$ cat config.mk
export PLATFORM = sky130hd
export DESIGN_NAME = matmul_host_sequencer_flat
export DESIGN_NICKNAME = d
export VERILOG_FILES = /design/src/rtl/matmul_host_sequencer_if.sv /design/src/rtl/matmul_host_sequencer.sv /design/src/flat_wrapper.sv
export SDC_FILE = /design/constraint.sdc
export NUM_CORES = 2
export LEC_CHECK = 0
export BUFFER_PORTS_ARGS = -buffer_cell sky130_fd_sc_hd__buf_4
export CORE_ASPECT_RATIO = 0.75
export CORE_MARGIN = 2
export CORE_UTILIZATION = 60
export CTS_BUF_LIST = sky130_fd_sc_hd__clkbuf_4 sky130_fd_sc_hd__clkbuf_8
export CTS_CLUSTER_SIZE = 14
export DETAILED_ROUTE_END_ITERATION = 10
export PLACE_DENSITY_LB_ADDON = 0.2
export SYNTH_ARGS = -nofsm -noshare
export SYNTH_HDL_FRONTEND = slang
export SYNTH_SLANG_ARGS = --single-unit
$ cat constraint.sdc
create_clock -name clk -period 4.89 [get_ports clk]
set_clock_uncertainty 0.05 [all_clocks]
set_input_delay 0 -clock clk [delete_from_list [all_inputs] [get_ports clk]]
set_output_delay 0 -clock clk [all_outputs]
set_load 0.01 [all_outputs]
$ cat src/rtl/matmul_host_sequencer_if.sv
// Bundle between the host sequencer and its neighbours: the word streams in and out
// plus the row-wide load/compute/unload port of matrix_multiplication.
interface matmul_host_sequencer_if #(
  parameter int DWIDTH = 16,
  parameter int N      = 16,
  parameter int AWIDTH = 7
);
  logic                  in_valid;
  logic                  in_ready;
  logic [DWIDTH-1:0]     in_data;

  logic                  out_valid;
  logic                  out_ready;
  logic [DWIDTH-1:0]     out_data;
  logic                  out_last;

  logic                  enable_writing_to_mem;
  logic                  enable_reading_from_mem;
  logic [AWIDTH-1:0]     addr_pi;
  logic [N*DWIDTH-1:0]   data_pi;
  logic                  we_a;
  logic                  we_b;
  logic                  we_c;
  logic                  start_mat_mul;
  logic                  done_mat_mul;
  logic [N*DWIDTH-1:0]   data_from_out_mat;

  // The sequencer owns the matmul port and both stream ends it sources/sinks.
  modport master (
    input  in_valid, in_data, out_ready, done_mat_mul, data_from_out_mat,
    output in_ready, out_valid, out_data, out_last,
    output enable_writing_to_mem, enable_reading_from_mem, addr_pi, data_pi,
    output we_a, we_b, we_c, start_mat_mul
  );

  modport slave (
    output in_valid, in_data, out_ready, done_mat_mul, data_from_out_mat,
    input  in_ready, out_valid, out_data, out_last,
    input  enable_writing_to_mem, enable_reading_from_mem, addr_pi, data_pi,
    input  we_a, we_b, we_c, start_mat_mul
  );
endinterface

$ cat src/rtl/matmul_host_sequencer.sv
// Host-side sequencer for matrix_multiplication: packs words into A/B rows, runs the
// compute handshake, then reads C rows back and serializes them as a word stream.
module matmul_host_sequencer #(
  parameter int DWIDTH = 16,
  parameter int N      = 16,
  parameter int AWIDTH = 7,
  parameter int ROWS   = 16
) (
  input  logic clk,
  input  logic reset,
  input  logic i_go,
  output logic o_busy,
  matmul_host_sequencer_if.master bus
);

  localparam int WCW = (N > 1) ? $clog2(N) : 1;
  localparam int RCW = (ROWS > 1) ? $clog2(ROWS) : 1;
  localparam logic [WCW-1:0] LastWord = WCW'(N - 1);
  localparam logic [RCW-1:0] LastRow  = RCW'(ROWS - 1);

  typedef enum logic [2:0] {
    IDLE,
    LOAD_A,
    LOAD_B,
    WDRAIN,
    COMPUTE,
    CDRAIN,
    READ_C
  } state_t;

  state_t r_state;
  state_t w_nextState;

  logic [WCW-1:0]      r_wordCnt;
  logic [RCW-1:0]      r_rowCnt;
  logic [N*DWIDTH-1:0] r_pack;
  logic [N*DWIDTH-1:0] r_hold;
  logic [N*DWIDTH-1:0] r_shift;
  logic [N*DWIDTH-1:0] w_packNext;
  logic [AWIDTH-1:0]   r_addr;
  logic                r_wrStrobe;
  logic                r_wrIsB;
  logic                r_wrStrobeD1;
  logic                r_wrIsBD1;
  logic                r_wrStrobeD2;
  logic                r_wrIsBD2;
  logic [1:0]          r_drainCnt;
  logic [1:0]          r_rdWait;
  logic                r_outValid;
  logic [WCW-1:0]      r_outCnt;

  logic w_inReady;
  logic w_inAccept;
  logic w_rowDone;
  logic w_matDone;
  logic w_outAccept;
  logic w_outLast;

  assign w_inReady   = (r_state == LOAD_A) || (r_state == LOAD_B);
  assign w_inAccept  = w_inReady && bus.in_valid;
  assign w_rowDone   = w_inAccept && (r_wordCnt == LastWord);
  assign w_matDone   = w_rowDone && (r_rowCnt == LastRow);
  assign w_outAccept = r_outValid && bus.out_ready;
  assign w_outLast   = r_outValid && (r_outCnt == LastWord) && (r_rowCnt == LastRow);

  always_comb begin
    w_packNext = r_pack;
    w_packNext[r_wordCnt*DWIDTH +: DWIDTH] = bus.in_data;
  end

  always_ff @(posedge clk) begin
    if (reset) begin
      r_state <= IDLE;
    end else begin
      r_state <= w_nextState;
    end
  end

  always_comb begin
    w_nextState = r_state;
    case (r_state)
      IDLE:    if (i_go) w_nextState = LOAD_A;
      LOAD_A:  if (w_matDone) w_nextState = LOAD_B;
      LOAD_B:  if (w_matDone) w_nextState = WDRAIN;
      WDRAIN:  if (r_drainCnt == 2'd2) w_nextState = COMPUTE;
      COMPUTE: if (bus.done_mat_mul) w_nextState = CDRAIN;
      CDRAIN:  w_nextState = READ_C;
      READ_C:  if (w_outLast && bus.out_ready) w_nextState = IDLE;
      default: w_nextState = IDLE;
    endcase
  end

  // Row packing, write issue and C unload share the row counter and address register.
  always_ff @(posedge clk) begin
    if (reset) begin
      r_wordCnt  <= '0;
      r_rowCnt   <= '0;
      r_pack     <= '0;
      r_hold     <= '0;
      r_shift    <= '0;
      r_addr     <= '0;
      r_wrStrobe <= 1'b0;
      r_wrIsB    <= 1'b0;
      r_drainCnt <= '0;
      r_rdWait   <= '0;
      r_outValid <= 1'b0;
      r_outCnt   <= '0;
    end else begin
      r_wrStrobe <= 1'b0;
      r_drainCnt <= (r_state == WDRAIN) ? r_drainCnt + 1'b1 : 2'd0;
      case (r_state)
        IDLE: begin
          r_wordCnt <= '0;
          r_rowCnt  <= '0;
        end
        LOAD_A, LOAD_B: begin
          if (w_inAccept) begin
            r_pack <= w_packNext;
            if (r_wordCnt == LastWord) begin
              r_wordCnt  <= '0;
              r_hold     <= w_packNext;
              r_addr     <= AWIDTH'(r_rowCnt);
              r_wrStrobe <= 1'b1;
              r_wrIsB    <= (r_state == LOAD_B);
              r_rowCnt   <= (r_rowCnt == LastRow) ? '0 : r_rowCnt + 1'b1;
            end else begin
              r_wordCnt <= r_wordCnt + 1'b1;
            end
          end
        end
        CDRAIN: begin
          r_addr     <= '0;
          r_rowCnt   <= '0;
          r_rdWait   <= '0;
          r_outValid <= 1'b0;
          r_outCnt   <= '0;
        end
        READ_C: begin
          // C RAM answers three cycles after the address; sample on the fourth.
          if (!r_outValid) begin
            if (r_rdWait == 2'd3) begin
              r_shift    <= bus.data_from_out_mat;
              r_outValid <= 1'b1;
              r_outCnt   <= '0;
            end else begin
              r_rdWait <= r_rdWait + 1'b1;
            end
          end else if (w_outAccept) begin
            r_shift <= r_shift >> DWIDTH;
            if (r_outCnt == LastWord) begin
              r_outValid <= 1'b0;
              r_outCnt   <= '0;
              r_rdWait   <= '0;
              if (r_rowCnt != LastRow) begin
                r_rowCnt <= r_rowCnt + 1'b1;
                r_addr   <= AWIDTH'(r_rowCnt + 1'b1);
              end else begin
                r_rowCnt <= '0;
              end
            end else begin
              r_outCnt <= r_outCnt + 1'b1;
            end
          end
        end
        default: ;
      endcase
    end
  end

  // The matmul registers its address twice before the RAM, so the enables follow suit.
  always_ff @(posedge clk) begin
    if (reset) begin
      r_wrStrobeD1 <= 1'b0;
      r_wrIsBD1    <= 1'b0;
      r_wrStrobeD2 <= 1'b0;
      r_wrIsBD2    <= 1'b0;
    end else begin
      r_wrStrobeD1 <= r_wrStrobe;
      r_wrIsBD1    <= r_wrIsB;
      r_wrStrobeD2 <= r_wrStrobeD1;
      r_wrIsBD2    <= r_wrIsBD1;
    end
  end

  assign o_busy                      = (r_state != IDLE);
  assign bus.in_ready                = w_inReady;
  assign bus.out_valid               = r_outValid;
  assign bus.out_data                = r_shift[DWIDTH-1:0];
  assign bus.out_last                = w_outLast;
  assign bus.enable_writing_to_mem   = w_inReady || (r_state == WDRAIN);
  assign bus.enable_reading_from_mem = (r_state == READ_C);
  assign bus.addr_pi                 = r_addr;
  assign bus.data_pi                 = r_hold;
  assign bus.we_a                    = r_wrStrobeD2 && !r_wrIsBD2;
  assign bus.we_b                    = r_wrStrobeD2 && r_wrIsBD2;
  assign bus.we_c                    = (r_state == COMPUTE);
  assign bus.start_mat_mul           = (r_state == COMPUTE);

endmodule

$ cat src/flat_wrapper.sv
// flat-port wrapper written by rule: the top's interface ports become plain ports
module matmul_host_sequencer_flat 
#(
  parameter int DWIDTH = 16,
  parameter int N      = 16,
  parameter int AWIDTH = 7,
  parameter int ROWS   = 16
)
  (clk, reset, i_go, o_busy, bus_in_valid, bus_in_data, bus_out_ready, bus_done_mat_mul, bus_data_from_out_mat, bus_in_ready, bus_out_valid, bus_out_data, bus_out_last, bus_enable_writing_to_mem, bus_enable_reading_from_mem, bus_addr_pi, bus_data_pi, bus_we_a, bus_we_b, bus_we_c, bus_start_mat_mul);
  matmul_host_sequencer_if #(.DWIDTH(DWIDTH), .N(N), .AWIDTH(AWIDTH)) bus_i ();
  input  logic clk;
  input  logic reset;
  input  logic i_go;
  output logic o_busy;
  input wire logic [$bits(bus_i.in_valid)-1:0] bus_in_valid;
  input wire logic [$bits(bus_i.in_data)-1:0] bus_in_data;
  input wire logic [$bits(bus_i.out_ready)-1:0] bus_out_ready;
  input wire logic [$bits(bus_i.done_mat_mul)-1:0] bus_done_mat_mul;
  input wire logic [$bits(bus_i.data_from_out_mat)-1:0] bus_data_from_out_mat;
  output wire logic [$bits(bus_i.in_ready)-1:0] bus_in_ready;
  output wire logic [$bits(bus_i.out_valid)-1:0] bus_out_valid;
  output wire logic [$bits(bus_i.out_data)-1:0] bus_out_data;
  output wire logic [$bits(bus_i.out_last)-1:0] bus_out_last;
  output wire logic [$bits(bus_i.enable_writing_to_mem)-1:0] bus_enable_writing_to_mem;
  output wire logic [$bits(bus_i.enable_reading_from_mem)-1:0] bus_enable_reading_from_mem;
  output wire logic [$bits(bus_i.addr_pi)-1:0] bus_addr_pi;
  output wire logic [$bits(bus_i.data_pi)-1:0] bus_data_pi;
  output wire logic [$bits(bus_i.we_a)-1:0] bus_we_a;
  output wire logic [$bits(bus_i.we_b)-1:0] bus_we_b;
  output wire logic [$bits(bus_i.we_c)-1:0] bus_we_c;
  output wire logic [$bits(bus_i.start_mat_mul)-1:0] bus_start_mat_mul;
  assign bus_i.in_valid = bus_in_valid;
  assign bus_i.in_data = bus_in_data;
  assign bus_i.out_ready = bus_out_ready;
  assign bus_i.done_mat_mul = bus_done_mat_mul;
  assign bus_i.data_from_out_mat = bus_data_from_out_mat;
  assign bus_in_ready = bus_i.in_ready;
  assign bus_out_valid = bus_i.out_valid;
  assign bus_out_data = bus_i.out_data;
  assign bus_out_last = bus_i.out_last;
  assign bus_enable_writing_to_mem = bus_i.enable_writing_to_mem;
  assign bus_enable_reading_from_mem = bus_i.enable_reading_from_mem;
  assign bus_addr_pi = bus_i.addr_pi;
  assign bus_data_pi = bus_i.data_pi;
  assign bus_we_a = bus_i.we_a;
  assign bus_we_b = bus_i.we_b;
  assign bus_we_c = bus_i.we_c;
  assign bus_start_mat_mul = bus_i.start_mat_mul;
  matmul_host_sequencer #(.DWIDTH(DWIDTH), .N(N), .AWIDTH(AWIDTH), .ROWS(ROWS)) u_core (.clk(clk), .reset(reset), .i_go(i_go), .o_busy(o_busy), .bus(bus_i));
endmodule
==> out/results.ini <==
[critical_path]
crit_buf_inv = 3
crit_required_ps = 5500
critPathTopFamily = buffers and inverters
cp-start-kind = flip-flop
cp_max_fo = 121
cp_slowest_cell = dfxtp_1
worstSetupPathType = reg -> reg
cp_data_arrival_time_ps = 4580
crit_chain = nand3b_1 > inv_1 > o21a_4 > buf_12 > nor2_1 > a211oi_1 > dlygate4sd3_1
worst_path_largest_cell_delay_ps = 840
endpoint_kind = flip-flop

[clock_tree]
cts_hold_buf = 299
post_cts.repair.setup_buffers = 0
numCtsBuffers = 119
cts_tree = built
clk_transition_reported_paths_ps = 70
cts.sinks = 799
cts_buffer_depth = 3
clk-insertion-delay-late_ps = 730
h-tree-depth = 3
root_buffer = clkbuf_8
cts_resized = 0

[timing]
fin_crit_sh_pct = 81.1
min_period_ps = 3970
max_freq_mhz = 252
fin_setup_tns_ps = 0
worst_slew_pin_slew_ps = 1290
rsz0062_at_grt = false
relSlewSlack_pct = 13.6
drv_slew = 0
final_hold_viol_count = 0
setup_viol = 0

[global_route]
grt_overflow_total = 0
grt_pass1_wl_um = 178000
grt_max_degree = 194
grt_pass1_vias = 30900
antenna_found_initial = 20
grt_use_total_pct = 38.2

[synthesis]
ys_ff_latch = 799
syn-instance-count = 3779
netlist_area_um2 = 34500
yosysSeqAreaShare_pct = 46.3
synth_ff_type = dfxtp_1
synth_edf_count = 0
yosysWarningCount = 0
ys_types = 71
synth_area_leaders = dfxtp_1, mux2i_1, a211oi_1
syn_area_per_cell_um2 = 9.14
async_flop_share_pct = 0
yosysTopAreaCell = dfxtp_1
synth_top_area_share_pct = 46.3

[drt]
vias_per_cell = 6.06
first_pass_iters = 6
postRouteAntennaNets = 0
drc = 0
wire_per_inst_um = 22.0
drt_iter0_markers = 3716
vias = 32400
routed_wl_um = 118000

[die]
die_y_um = 212
rows = 76
die_x_um = 281
core-area_um2 = 57100
die_area_um2 = 59500
start_util_pct = 60.4
pin_count = 567

[power]
leakagePower_nw = 16.7
pwr-share-comb_pct = 13.3
p_int_mw = 10.2
ir_drop_v = 0.000330
p_per_area_nw_per_um2 = 320
p_sw_share_pct = 27.9
p_switching_mw = 3.95
pwr-share-clk_pct = 40.1
sequentialPowerShare_pct = 46.7

[min_path]
hold_class = in -> reg

[layout]
mostFrequentLayoutCells = dfxtp_1, buf_4, mux2i_1, nand2_1, nor2_1
fillers = 3735
design_area_um2 = 44300
nets = 4746
area_growth_pct = 28.4
final_layout_size_suffix_gt1_share_pct = 19.6
final_common_cell = dfxtp_1

[placed_design]
dpl.hpwl_um = 69100
place.gp.congestion = 0.914
dpl_cell_area_um2 = 38800
io_buffers = 564

[status]
status = finished clean

[run]
maxCapViolations = 0

==> worst register-to-register path, stage by stage (launching register included) <==
cell and delay, ps:
dfxtp_1 840, nand3b_1 330, inv_1 450, o21a_4 670
buf_12 490, nor2_1 200, a211oi_1 310, dlygate4sd3_1 590
==> layer usage <==
layer	vias to the layer above	global-route usage, %	share of wire, %	routed length [µm]
li1	14800	-	-	-
met2	1734	57.7	44	51500
met1	15400	50.5	41	48200
met4	4	19.3	5.1	6040
met5	-	0	0.019	22
met3	431	10.1	10	11900
==> path summary, 6_finish.rpt <==
| path | to | slack (ps) | from | cells after the start |
|---|---|---|---|---|
| setup / recovery | u_core.r_shift[0] | 920 | u_core.r_state[2] | 7 |
| setup reg to reg | u_core.r_shift[0] | 920 | u_core.r_state[2] | 7 |
| hold reg to reg | u_core.r_wrIsBD2 | 390 | u_core.r_wrIsBD1 | 1 |
| hold / removal | u_core.r_shift[241] | 80 | bus_data_from_out_mat[241] | 4 |
==> kinds of logic after synthesis <==
| logic type | Yosys count | synth area share, % |
|---|---|---|
| XOR/XNOR | 6 | 0.196 |
| flip-flops | 799 | 46.3 |
| multiplexers | 608 | 17.6 |
| other | 1 | 0.0109 |
| AND/OR/NAND/NOR | 1273 | 15.9 |
| buffers and inverters | 379 | 4.74 |
| AO/OA/AOI/OAI | 706 | 15.0 |
| adder cells (fa/ha/maj) | 7 | 0.254 |
==> Yosys cell counts, types with 4 or more instances <==
master	n
inv_1	12
dfxtp_1	799
nor3b_1	19
a21oi_1	85
o21ai_1	5
clkbuf_1	233
buf_2	84
nor2b_1	11
o211ai_1	5
nand4_1	10
nand3_1	100
a211oi_1	318
buf_4	23
and2_1	29
a211oi_2	22
buf_1	22
a21o_1	5
nand2b_1	4
o21ai_0	104
nor2_1	481
and4_1	4
and3_1	34
nand3_2	5
a311oi_1	128
nand2_1	508
o31ai_1	6
ha_1	7
mux2i_1	607
a31oi_1	4
nor3_1	25
nand3b_1	20
==> stage by stage <==
step	power, mW	utilization (%)	hold slack, ps	setup slack [ps]	std cells
after detailed placement	8.37	68.0	242	1130	4820
final	14.2	77.6	82.4	922	5343
after CTS	14.1	77.5	24.9	900	5324
after global routing	14.6	77.6	73.6	713	5338
after floorplan	7.82	-	92.1	2020	3780
after global placement	8.36	68.0	235	1270	4820
==> sequential cells by signal (all words and copies together), names as in the netlist, 2 cells and up <==
| register | count |
|---|---|
| u_core.r_drainCnt | 2 |
| u_core.bus.addr_pi | 5 |
| u_core.r_wordCnt | 4 |
| u_core.r_state | 3 |
| u_core.r_shift | 256 |
| u_core.r_rowCnt | 4 |
| u_core.r_outCnt | 4 |
| u_core.r_rdWait | 2 |
| u_core.r_pack | 256 |
| u_core.bus.data_pi | 256 |
==> cell type report <==
cell class                      count  area, µm²  share of cell area [%]
Multi-Input combinational cell   2602      17000                    38.2
Inverter                           14       60.1                   0.135
Clock buffer                      188       2350                    5.30
Tap cell                          780        976                    2.20
Timing Repair Buffer              925       7850                    17.7
Antenna cell                       18       45.0                   0.102
Sequential cell                   799      16000                    36.1
Clock inverter                     17       96.3                   0.217
==> power by group through the flow <==
stage	combinational (mW)	sequential, mW	clock, mW
finish	1.88	6.62	5.68
global route	2.02	6.62	5.98
CTS	1.81	6.62	5.64
detailed placement	1.61	6.76	0
global placement	1.60	6.76	0
floorplan	1.10	6.72	0
Power figures use the tool's default switching activity.
